--- src/rtl/uart_alu_ctrl_pkg.sv ---
// Shared UART/ALU definitions: FSM state encodings, default byte/opcode
// widths and the default inter-byte timeout. Used by the command
// controller and by the UART receiver/transmitter blocks.
package uart_alu_ctrl_pkg;

  localparam int NB_DATA_DEF       = 8;
  localparam int NB_OP_DEF         = 6;
  localparam int TIMEOUT_TICKS_DEF = 16384;

  // Encodings 6 and 7 are unused and fall back to ST_IDLE.
  typedef enum logic [2:0] {
    ST_IDLE    = 3'd0,
    ST_GET_B   = 3'd1,
    ST_GET_OP  = 3'd2,
    ST_EXEC    = 3'd3,
    ST_SEND    = 3'd4,
    ST_WAIT_TX = 3'd5
  } state_t;

  // Counter width for a modulo-'ticks' counter. It never drops below 1 bit.
  function automatic int cnt_width(input int ticks);
    return (ticks > 1) ? $clog2(ticks) : 1;
  endfunction

endpackage

--- src/rtl/uart_alu_ctrl_tick_timeout.sv ---
// tick_timeout: inter-byte timeout counter driven by the baud tick.
// Ports:
//   clk, reset   clock and asynchronous active-high reset
//   clr          synchronous clear; it wins over en, so a byte that arrives
//                on the last tick cancels the expiry
//   en           count enable (one s_tick)
//   expire       combinational; high on the en pulse that completes
//                TIMEOUT_TICKS ticks
// On expiry the counter clears itself, so it never wraps.
module tick_timeout
  import uart_alu_ctrl_pkg::*;
#(
  parameter int TIMEOUT_TICKS = TIMEOUT_TICKS_DEF
) (
  input  logic clk,
  input  logic reset,
  input  logic clr,
  input  logic en,
  output logic expire
);

  localparam int               CNT_W = cnt_width(TIMEOUT_TICKS);
  localparam logic [CNT_W-1:0] LAST  = CNT_W'(TIMEOUT_TICKS - 1);

  logic [CNT_W-1:0] r_cnt;
  logic             w_at_last;

  assign w_at_last = (r_cnt == LAST);
  assign expire    = en & w_at_last & ~clr;

  always_ff @(posedge clk or posedge reset) begin
    if (reset) begin
      r_cnt <= '0;
    end else if (clr || (en && w_at_last)) begin
      r_cnt <= '0;
    end else if (en) begin
      r_cnt <= r_cnt + 1'b1;
    end
  end

endmodule

--- src/rtl/uart_alu_ctrl.sv ---
// uart_alu_ctrl: collects three UART bytes (operand A, operand B, opcode),
// presents them to an external ALU, captures the result and sends it back
// through the UART transmitter.
// Ports:
//   clk, reset      clock and asynchronous active-high reset
//   s_tick          baud tick, used only as the timeout time base
//   rx_done_tick    one-cycle pulse; rx_data is valid
//   rx_data         received byte
//   alu_result      combinational result from the external ALU
//   tx_done_tick    one-cycle pulse; the transmitter has finished its byte
//   alu_a, alu_b    registered operands
//   alu_op          registered opcode (low NB_OP bits of the third byte)
//   tx_start        one-cycle start pulse for the transmitter (SEND state)
//   tx_data         registered result byte
//   busy            high in every state except IDLE
//   frame_err       one-cycle pulse when the inter-byte timeout aborts a frame
//   overrun         one-cycle pulse when a byte is dropped during EXEC,
//                   SEND or WAIT_TX
module uart_alu_ctrl
  import uart_alu_ctrl_pkg::*;
#(
  parameter int NB_DATA       = NB_DATA_DEF,
  parameter int NB_OP         = NB_OP_DEF,
  parameter int TIMEOUT_TICKS = TIMEOUT_TICKS_DEF
) (
  input  logic               clk,
  input  logic               reset,
  input  logic               s_tick,
  input  logic               rx_done_tick,
  input  logic [NB_DATA-1:0] rx_data,
  input  logic [NB_DATA-1:0] alu_result,
  input  logic               tx_done_tick,
  output logic [NB_DATA-1:0] alu_a,
  output logic [NB_DATA-1:0] alu_b,
  output logic [NB_OP-1:0]   alu_op,
  output logic               tx_start,
  output logic [NB_DATA-1:0] tx_data,
  output logic               busy,
  output logic               frame_err,
  output logic               overrun
);

  state_t             r_state;
  state_t             w_next;
  logic [NB_DATA-1:0] r_alu_a;
  logic [NB_DATA-1:0] r_alu_b;
  logic [NB_OP-1:0]   r_alu_op;
  logic [NB_DATA-1:0] r_tx_data;
  logic               r_frame_err;
  logic               r_overrun;
  logic               w_collecting;
  logic               w_draining;
  logic               w_tmo_clr;
  logic               w_tmo_en;
  logic               w_expire;

  // The timeout runs only while waiting for B or the opcode. Outside those
  // states it is held clear, so every frame starts counting from zero.
  assign w_collecting = (r_state == ST_GET_B) || (r_state == ST_GET_OP);
  assign w_draining   = (r_state == ST_EXEC) || (r_state == ST_SEND) ||
                        (r_state == ST_WAIT_TX);
  assign w_tmo_en     = s_tick & w_collecting;
  assign w_tmo_clr    = ~w_collecting | rx_done_tick;

  tick_timeout #(
    .TIMEOUT_TICKS(TIMEOUT_TICKS)
  ) u_tick_timeout (
    .clk   (clk),
    .reset (reset),
    .clr   (w_tmo_clr),
    .en    (w_tmo_en),
    .expire(w_expire)
  );

  // State register
  always_ff @(posedge clk or posedge reset) begin
    if (reset) begin
      r_state <= ST_IDLE;
    end else begin
      r_state <= w_next;
    end
  end

  // Next-state logic. w_expire is already masked by rx_done_tick, so a byte
  // that arrives on the final tick always advances the frame.
  always_comb begin
    w_next = r_state;
    case (r_state)
      ST_IDLE:    if (rx_done_tick) w_next = ST_GET_B;
      ST_GET_B:   if (rx_done_tick) w_next = ST_GET_OP;
                  else if (w_expire) w_next = ST_IDLE;
      ST_GET_OP:  if (rx_done_tick) w_next = ST_EXEC;
                  else if (w_expire) w_next = ST_IDLE;
      ST_EXEC:    w_next = ST_SEND;
      ST_SEND:    w_next = ST_WAIT_TX;
      ST_WAIT_TX: if (tx_done_tick) w_next = ST_IDLE;
      default:    w_next = ST_IDLE;
    endcase
  end

  // Operand, result and pulse registers. A timeout abort leaves the operands
  // untouched.
  always_ff @(posedge clk or posedge reset) begin
    if (reset) begin
      r_alu_a     <= '0;
      r_alu_b     <= '0;
      r_alu_op    <= '0;
      r_tx_data   <= '0;
      r_frame_err <= 1'b0;
      r_overrun   <= 1'b0;
    end else begin
      r_frame_err <= w_expire;
      r_overrun   <= rx_done_tick & w_draining;
      if (rx_done_tick) begin
        case (r_state)
          ST_IDLE:   r_alu_a  <= rx_data;
          ST_GET_B:  r_alu_b  <= rx_data;
          ST_GET_OP: r_alu_op <= rx_data[NB_OP-1:0];
          default:   ;
        endcase
      end
      if (r_state == ST_EXEC) begin
        r_tx_data <= alu_result;
      end
    end
  end

  // Output logic
  always_comb begin
    busy      = (r_state != ST_IDLE);
    tx_start  = (r_state == ST_SEND);
    alu_a     = r_alu_a;
    alu_b     = r_alu_b;
    alu_op    = r_alu_op;
    tx_data   = r_tx_data;
    frame_err = r_frame_err;
    overrun   = r_overrun;
  end

endmodule

--- config.mk ---
export PLATFORM = sky130hd
export DESIGN_NAME = uart_alu_ctrl
export DESIGN_NICKNAME = d
export VERILOG_FILES = /design/src/rtl/uart_alu_ctrl_pkg.sv /design/src/rtl/uart_alu_ctrl_tick_timeout.sv /design/src/rtl/uart_alu_ctrl.sv
export SDC_FILE = /design/constraint.sdc
export NUM_CORES = 1
export LEC_CHECK = 0
export ABC_CLOCK_PERIOD_IN_PS = 3350
export CAP_MARGIN = 10
export CORE_MARGIN = 1
export CORE_UTILIZATION = 46
export CTS_CLUSTER_DIAMETER = 150
export DETAILED_ROUTE_END_ITERATION = 7
export PLACE_DENSITY_LB_ADDON = 0.3
export SLEW_MARGIN = 10
export SYNTH_ARGS = -nofsm -noshare
export SYNTH_HDL_FRONTEND = slang
export SYNTH_SLANG_ARGS = --single-unit
--- constraint.sdc ---
create_clock -name clk -period 3.35 [get_ports clk]
set_input_delay 0.67 -clock clk [delete_from_list [all_inputs] [get_ports clk]]
set_output_delay 0.67 -clock clk [all_outputs]
set_load 0.01 [all_outputs]
==> results_dict.tcl <==
set metrics [dict create \
    p_leak_uw 0.001155 \
    core_um2 4414 \
    arrival_ps 1710 \
    dieArea_um2 4936 \
    hold_violations 0 \
    die_x_um 70.26 \
    tightest_slew_ps 691.0 \
    instances_no_fill 281 \
    synthCells 172 \
    grt_use_total 0.1901 \
    min_period_ps 2378 \
    cts_tree "built" \
    slew_headroom 0.5368 \
    final-max-slew-violation-count 0 \
    synth_edf_count 0 \
    rows 24 \
    grt_max_degree 29 \
    ys_ff_latch 49 \
    synth.cell_area_um2 2143 \
    ys_types 36 \
    wire_per_inst_um 15.14 \
    status "finished, final reports clean" \
    max_freq_ghz 0.4206 \
    cts_buffers 5 \
    synthTopCellsByCount "49 x dfrtp_1, 30 x mux2_2, 11 x nor2_1" \
    cts_resized 0 \
    clkLatencyLatePin_ps 290 \
    synth_flop_cell "dfrtp_1" \
    drc_errors 0 \
    drive_gt1_frac 0.2052 \
    cts-root-buf "clkbuf_8" \
    critPathMaxFanout 8 \
    ys_seq_area_frac 0.5721 \
    via_per_inst 5.402 \
    synth_area_leaders "dfrtp_1 57%, mux2_2 16%, o21ai_0 2.1%" \
    gp_congestion 0.7626 \
    yosys.area.top_type "dfrtp_1" \
    drv_cap 0 \
    antenna_found_initial 0 \
    final-setup-viol-count 0 \
    min_path_type "reg -> reg" \
    cts_setup_buffers 0 \
    path_clk_slew_ps 90 \
    endpoint_kind "primary output" \
    drt_iter0_markers 52 \
    firstDrtPassIters 4 \
    period_share 0.7098 \
    crit_type "reg -> out" \
    cts.sinks 49 \
    grt_pass1_wl_mm 7.320 \
    wirelength_mm 4.253 \
    final.setup.tns_ps 0 \
    cts_hold_buf 0 \
    ioPinCount 55 \
    skew_ps 7.689 \
    p_per_area_nw_per_um2 827.5 \
    cts_max_path_buffers 2 \
    diodes 0 \
    start_util 0.4855 \
    synth_warnings 0 \
    yosysMostFrequentCell "dfrtp_1" \
    area_delta_synth_final_pct 32.46 \
    peakVddDrop_uv 551.9 \
    gr-total-overflow 0 \
    layout.nets 250 \
    numPortBuffers 54 \
    syn_nets 194 \
    hpwl_mm 3.045 \
    place_inst 273 \
    setup.worst_path.start_class "flip-flop" \
    ant_nets 0 \
    synth-async-reset-ratio 1.000 \
    yosysTopAreaCellShare 0.5721 \
    worstPathRequired_ps 2680 \
    fp.dieH_um 70.26 \
    avgSynthCellArea_um2 12.46 \
    htree_levels 2 \
    rsz0062_at_grt "false" \
    grt_pass1_vias 1583 \
    vias 1518 \
]
-- through the flow --
step / area [µm²] / util / setup WS (ps) / total power (µW) / hold WS [ps]
after floorplan: 2143 / - / 1507 / 1438 / 481.5
final: 2839 / 0.6431 / 972.2 / 2349 / 508.5
after detailed placement: 2719 / 0.6159 / 826.3 / 1933 / 491.4
after global routing: 2839 / 0.6431 / 807.2 / 2488 / 526.8
after global placement: 2719 / 0.6159 / 874.4 / 1919 / 488.6
after CTS: 2839 / 0.6431 / 958.0 / 2382 / 511.6
-- cell families (layout without fill, tap and decap cells) --
group	after synthesis	after routing	synth area share
XOR/XNOR	5	5	0.02919
AO/OA/AOI/OAI	27	27	0.07531
flip-flops	49	49	0.5721
multiplexers	30	30	0.1576
adder cells (fa/ha/maj)	1	1	0.005837
buffers and inverters	9	66	0.02276
AND/OR/NAND/NOR	51	51	0.1372
-- worst max-delay path: stages, from the launching register on --
cell,delay (ps)
dfrtp_1,500
nand2b_1,240
nor2_1,120
clkdlybuf4s50_1,560
-- cell type report --
type / count / area (µm²)
Tap cell: 52 / 65.06
Sequential cell: 49 / 1226
Multi-Input combinational cell: 114 / 868.3
Clock buffer: 6 / 82.58
Inverter: 3 / 11.26
Fill cell: 353 / 1575
Clock inverter: 2 / 37.54
Timing Repair Buffer: 55 / 548.0
-- cell usage in the layout (no fill, tap or decap), types with 2 or more instances in the layout --
cell type        count
clkdlybuf4s50_1     54
o31ai_1              4
nand3b_1             2
a21oi_1              8
or4_1                4
dfrtp_1             49
or3_2                2
nand2b_1             4
or3_1                4
nor2_1              11
and3_1               3
clkbuf_8             6
nor4_1               2
mux2_2              30
nand3_1              4
xor2_1               4
inv_1                2
nand2_1              8
o21ai_0              9
-- routing by layer --
| metal | GRT usage | vias up | part of all wire |
|---|---|---|---|
| met4 | 0.06667 | 0 | 0.0059 |
| met5 | 0 | - | 0 |
| li1 | - | 727 | - |
| met3 | 0.05916 | 2 | 0.039 |
| met1 | 0.2438 | 761 | 0.45 |
| met2 | 0.3037 | 28 | 0.50 |
-- worst paths after layout --
kind	to	depth (start not counted)	start	slack [ps]
min reg2reg	tx_data[4]	1	tx_data[4]	510
max	tx_start	3	r_state[1]	970
min in group asynchronous	alu_a[7]	2	reset	740
min	tx_data[4]	1	tx_data[4]	510
max reg2reg	r_state[0]	5	u_tick_timeout.r_cnt[0]	1510
max in group asynchronous	u_tick_timeout.r_cnt[12]	3	reset	1920
-- sequential cells by signal, indices dropped and copies added, names as in the netlist --
signal	count
frame_err	1
alu_op	6
overrun	1
alu_a	8
r_state	3
tx_data	8
alu_b	8
u_tick_timeout.r_cnt	14
-- report_power, final --
| group | internal (µW) | total, µW | switching, µW |
|---|---|---|---|
| logic | 601 | 978 | 377 |
| registers | 801 | 937 | 137 |
| clock network | 243 | 434 | 191 |
| total | 1640 | 2350 | 705 |
Note: power is estimated with default switching activity, not from simulation.
